<file path="src/rtl/bram_arb_pkg.sv">
// Shared types and the round-robin search used by the bram read arbiter.
package bram_arb_pkg;

   typedef enum logic {
      INIT = 1'b0,
      RUN  = 1'b1
   } state_t;

   localparam int CNT_W   = 16;
   localparam int MAX_REQ = 8;

   // Returns a one-hot grant for the first set bit of req at or after ptr, wrapping at n.
   function automatic logic [MAX_REQ-1:0] rr_search(
      input logic [MAX_REQ-1:0] req,
      input int unsigned        ptr,
      input int unsigned        n
   );
      logic [MAX_REQ-1:0] grant;
      int unsigned        idx;
      grant = '0;
      for (int unsigned k = 0; k < MAX_REQ; k++) begin
         idx = ptr + k;
         if (idx >= n) idx = idx - n;
         if (k < n && grant == '0 && req[idx[2:0]]) grant[idx[2:0]] = 1'b1;
      end
      return grant;
   endfunction

endpackage

</file>
<file path="src/rtl/rr_arbiter.sv">
// Round-robin arbiter: one-hot grant, pointer advances past the last winner.
module rr_arbiter
   import bram_arb_pkg::*;
#(
   parameter int NUM_REQ = 2
) (
   input  logic               clk,
   input  logic               rst_n,
   input  logic               en,
   input  logic [NUM_REQ-1:0] req,
   output logic [NUM_REQ-1:0] grant
);

   localparam int PTR_W = (NUM_REQ > 1) ? $clog2(NUM_REQ) : 1;

   logic [PTR_W-1:0]   ptr;
   logic [PTR_W-1:0]   ptr_nxt;
   logic [MAX_REQ-1:0] req_ext;
   logic [MAX_REQ-1:0] grant_ext;

   always_comb begin
      req_ext                = '0;
      req_ext[NUM_REQ-1:0]   = req;
      grant_ext              = en ? rr_search(req_ext, 32'(ptr), NUM_REQ) : '0;
      ptr_nxt                = ptr;
      for (int k = 0; k < MAX_REQ; k++) begin
         if (grant_ext[k]) ptr_nxt = (k + 1 >= NUM_REQ) ? '0 : PTR_W'(k + 1);
      end
      grant = grant_ext[NUM_REQ-1:0];
   end

   always_ff @(posedge clk or negedge rst_n) begin
      if (!rst_n) ptr <= '0;
      else        ptr <= ptr_nxt;
   end

endmodule

</file>
<file path="src/rtl/bram_rd_arbiter.sv">
// Shares one bram read port among NUM_REQ requesters, zero-fills the bram, forwards writes.
// Optional BRAM_ARB_STATS_EN adds per-requester saturating grant counters (grant_cnt).
module bram_rd_arbiter
   import bram_arb_pkg::*;
#(
   parameter int BRAM_DWIDTH = 32,
   parameter int BRAM_AWIDTH = 8,
   parameter int NUM_REQ     = 2
) (
   input  logic                           clk,
   input  logic                           rst_n,
   input  logic                           clear,
   output logic                           init_done,
   input  logic [NUM_REQ-1:0]             req_valid,
   output logic [NUM_REQ-1:0]             req_ready,
   input  logic [NUM_REQ*BRAM_AWIDTH-1:0] req_addr,
   output logic [NUM_REQ-1:0]             rsp_valid,
   output logic [BRAM_DWIDTH-1:0]         rsp_data,
   input  logic                           wr_valid,
   output logic                           wr_ready,
   input  logic [BRAM_AWIDTH-1:0]         wr_addr,
   input  logic [BRAM_DWIDTH-1:0]         wr_data,
   output logic                           bram_rd_en,
   output logic [BRAM_AWIDTH-1:0]         bram_rd_addr,
   input  logic [BRAM_DWIDTH-1:0]         bram_rd_data,
   output logic                           bram_wr_en,
   output logic [BRAM_AWIDTH-1:0]         bram_wr_addr,
   output logic [BRAM_DWIDTH-1:0]         bram_wr_data
`ifdef BRAM_ARB_STATS_EN
   ,
   output logic [NUM_REQ*CNT_W-1:0]       grant_cnt
`endif
);

   state_t                 state;
   logic [BRAM_AWIDTH-1:0] fill;

   rr_arbiter #(.NUM_REQ(NUM_REQ)) u_rr (
      .clk   (clk),
      .rst_n (rst_n),
      .en    (state == RUN),
      .req   (req_valid),
      .grant (req_ready)
   );

   // A clear restarts the fill from any state; a read granted in the same cycle still completes.
   always_ff @(posedge clk or negedge rst_n) begin
      if (!rst_n) begin
         state     <= INIT;
         fill      <= '0;
         init_done <= 1'b0;
         rsp_valid <= '0;
      end else begin
         rsp_valid <= req_ready;
         if (clear) begin
            state     <= INIT;
            fill      <= '0;
            init_done <= 1'b0;
         end else begin
            case (state)
               INIT: begin
                  fill <= fill + 1'b1;
                  if (&fill) begin
                     state     <= RUN;
                     init_done <= 1'b1;
                  end
               end
               RUN:     ;
               default: state <= INIT;
            endcase
         end
      end
   end

   always_comb begin
      bram_rd_addr = '0;
      for (int i = 0; i < NUM_REQ; i++) begin
         if (req_ready[i]) bram_rd_addr = bram_rd_addr | req_addr[i*BRAM_AWIDTH +: BRAM_AWIDTH];
      end
   end

   assign bram_rd_en = |req_ready;
   assign rsp_data   = bram_rd_data;

   // The fill write is gated by rst_n so the bram sees no write while reset is held.
   always_comb begin
      wr_ready     = (state == RUN) && !clear;
      bram_wr_en   = 1'b0;
      bram_wr_addr = '0;
      bram_wr_data = '0;
      if (state == INIT) begin
         bram_wr_en   = rst_n;
         bram_wr_addr = fill;
      end else if (wr_valid && wr_ready) begin
         bram_wr_en   = 1'b1;
         bram_wr_addr = wr_addr;
         bram_wr_data = wr_data;
      end
   end

`ifdef BRAM_ARB_STATS_EN
   logic [CNT_W-1:0] cnt [NUM_REQ];

   always_ff @(posedge clk or negedge rst_n) begin
      if (!rst_n) begin
         for (int i = 0; i < NUM_REQ; i++) cnt[i] <= '0;
      end else if (clear) begin
         for (int i = 0; i < NUM_REQ; i++) cnt[i] <= '0;
      end else begin
         for (int i = 0; i < NUM_REQ; i++) begin
            if (req_ready[i] && cnt[i] != '1) cnt[i] <= cnt[i] + 1'b1;
         end
      end
   end

   always_comb begin
      grant_cnt = '0;
      for (int i = 0; i < NUM_REQ; i++) grant_cnt[i*CNT_W +: CNT_W] = cnt[i];
   end
`endif

endmodule

</file>
<file path="config.mk">
export PLATFORM = sky130hd
export DESIGN_NAME = bram_rd_arbiter
export DESIGN_NICKNAME = d
export VERILOG_FILES = /design/src/rtl/bram_arb_pkg.sv /design/src/rtl/rr_arbiter.sv /design/src/rtl/bram_rd_arbiter.sv
export SDC_FILE = /design/constraint.sdc
export NUM_CORES = 1
export LEC_CHECK = 0
export CAP_MARGIN = 15
export CORE_MARGIN = 5
export CORE_UTILIZATION = 22
export CTS_BUF_LIST = sky130_fd_sc_hd__clkbuf_2 sky130_fd_sc_hd__clkbuf_4 sky130_fd_sc_hd__clkbuf_8
export CTS_CLUSTER_DIAMETER = 100
export CTS_CLUSTER_SIZE = 24
export DETAILED_ROUTE_END_ITERATION = 10
export PLACE_DENSITY = 0.8
export SLEW_MARGIN = 0
export SYNTH_ARGS = -nofsm -noshare
export SYNTH_HDL_FRONTEND = slang
export SYNTH_SLANG_ARGS = --single-unit
</file>
<file path="constraint.sdc">
create_clock -name clk -period 1.3 [get_ports clk]
set_input_delay 0.195 -clock clk [delete_from_list [all_inputs] [get_ports clk]]
set_output_delay 0.195 -clock clk [all_outputs]
set_load 0.02 [all_outputs]
</file>
==> reports/summary.txt <==
Outcome: finished, violations left
Failing checks: negative setup slack
Post-Syn Nets: 243
Min Tclk post-route: 1.61 ns
Drt initial violations: 26
Die ar.: 7260 µm²
H-tree depth: 1
Slew margin rel.: 85.1%
Lkg Pwr: 0.00139 µW
Pwr Density: 426 nW/µm²
Initial Util: 22.6%
DP Wirelength: 4.11 mm
Root Buffer: clkbuf_8
Max-cap viol count: 0
Peak Freq: 622 MHz
CTS Hold Bufs: 0
Post-synthesis cell type count: 30
Via count: 1541
CP peak stage delay: 0.44 ns
Crit Path Class: reg2out
Worst EP arrival: 1.41 ns
Syn Area/Cell: 8.41 µm²
Layout cells sized above 1: 50.6%
# port buffers: 117
Vias per std cell: 4.55
Area delta synth->final: 122%
Crit path capture type: output port
Post-Synthesis Cells: 148
Core area: 5510 µm²
Gr usage total: 13.7%
Worst path slowest cell: dfrtp_2
CP max FO: 5
Endpoints failing hold: 0
Synth top area cells: dfrtp_1, buf_4, and3_1
Total grt overflow: 0
Crit-path cells: and2b_4 > and2_4 > a22o_4 > buf_6
Vias in the first global route: 1631
Detail Route Antenna Nets: 0
Pin count of the biggest net entering global routing: 25
R2R setup slack: -0.16 ns
Worst Path Required: 1.11 ns
Setup ws final: -0.307 ns
Final setup viols: 57
Yosys reg bits: 13
Hold Crit Class: in2async
DR WL/cell: 16.2 µm
RSZ-0062 raised after global routing: yes
Top cell type's share of synthesized area: 26.1%
# IOs: 182
Worst Tran Pin Value: 0.221 ns
Final Instance Count excl. Fillers: 339
Cell count after placement: 324
Skew final: 0.00329 ns
Yosys warnings: 0
Synth Cell Area: 1240 µm²
Nets: 363
Worst-Skew Late Latency: 0.25 ns
Max VDD drop: 0.359 mV
Final total power: 1180 µW
Antenna violations before repair: 0
Startpoint types: flop
GPL Wtd Cong: 0.739
CTS Buf Count: 3
Max Slew Vio Count: 0
Synth area leader: dfrtp_1
Final Cycle Share: 124%
Die Span Y: 85.2 µm
DRT Pass-1 Iters: 4
CTS tree: yes
Deepest clock path buffer count: 2
Global-route wire length before repair: 8.12 mm
Die X: 85.2 µm
Register area share after synthesis: 26.1%
Ant. Diodes: 0
Total routed wirelength: 5.49 mm
CTS Sinks: 13
# rows: 27
Worst-path clk slew: 0.06 ns
DRC viols: 0
==> worst max-delay path: cells and delay by family, from the launching register on <==
family / cells / cell delay, ns
DFF: 1 / 0.44
and+or+nand+nor: 2 / 0.38
AOI/OAI and AO/OA: 1 / 0.22
buffers and inverters: 1 / 0.13
==> synth_stat cells <==
cell,instances
nand3_1,1
nand2_1,5
a22o_2,1
nand2b_1,1
and2b_4,1
dfrtp_1,13
buf_2,2
nand4b_1,1
buf_6,1
and3_1,32
xnor2_1,1
mux2i_1,1
inv_1,3
a21o_1,1
nor2b_1,1
xor2_1,3
a22o_1,15
nor2_1,7
nand4b_4,1
or3_1,3
ha_1,1
nand3b_1,1
and2_1,1
o21ai_0,4
a21oi_2,2
a21oi_1,3
o32ai_1,2
buf_4,32
nand4_1,1
clkbuf_1,7
==> registers in the layout, indices dropped and copies added, names as in the netlist <==
| register | cells |
|---|---|
| rsp_valid | 2 |
| fill | 8 |
| u_rr.ptr | 1 |
| init_done | 1 |
| state | 1 |
==> final timing paths <==
check,from,endpoint,cells after the start
worst max-delay path,state,bram_wr_addr[2],4
worst min-delay path,rst_n,fill[5],2
worst max register to register,state,fill[5],5
worst min register to register,init_done,init_done,2
max in group asynchronous,rst_n,state,2
min in group clk,bram_rd_data[11],rsp_data[11],0
==> repair_timing <==
item                       CTS  global route
cloned                       3             0
buffers inserted             6             2
setup endpoints to repair   60            60
pin swaps                   13            11
gates resized for setup    283            35
==> cell type report <==
type,count,area [µm²]
repair buffers,154,1420
clock buffers,3,41.3
multi-input cells,93,865
fillers,503,2740
inverters,3,16.3
flip-flops and latches,13,328
clock inverters,1,5.00
well taps,72,90.1
==> logic make-up after synthesis <==
group                      synth area share, %
xor gates and xnor gates                  2.81
and+or+nand+nor                           27.6
buffers and inverters                     24.0
adders and majority gates                 1.00
muxes                                    0.804
AOI/OAI and AO/OA                         17.6
DFF                                       26.1
==> power by group <==
part	total [µW]	switching, µW	internal, µW
Clock	371	158	212
Combinational	375	127	248
Sequential	433	16.1	417
Total	1180	302	877
==> stage by stage <==
step                hold slack, ns  worst slack [ns]  instance area (µm²)  setup TNS, ns  utilization, %
finish                       0.314            -0.307                 2770         -13.16            50.2
detailed placement           0.390            -0.799                 2560         -38.22            46.6
global route                 0.326            -0.336                 2770         -15.23            50.2
global placement             0.390            -0.780                 2560         -38.25            46.6
floorplan                   -0.101           -0.0518                 1360         -0.711               -
CTS                          0.316            -0.316                 2650         -13.23            48.1
==> per-layer routing <==
metal,up-vias,GRT usage (%),wire length [µm]
li1,740,-,-
met1,720,14.2,1930
met2,63,26.7,3130
met3,18,3.50,332
met4,0,3.60,91
met5,-,0,0
==> cell usage in the layout, fill, tap and decap left out, drive strengths merged, types with 2 or more instances in the layout <==
cell type	Yosys	routed
buf	35	90
clkdlybuf4s50	0	58
and3	32	32
a22o	16	16
dfrtp	13	13
nor2	7	7
a21oi	5	7
dlygate4sd2	0	6
nand2	5	5
o21ai	4	4
xor2	3	3
clkbuf	7	3
inv	3	3
or3	3	3
and2	1	2
o32ai	2	2
nand4b	2	2
No activity file was read; power rests on OpenSTA's default activity.
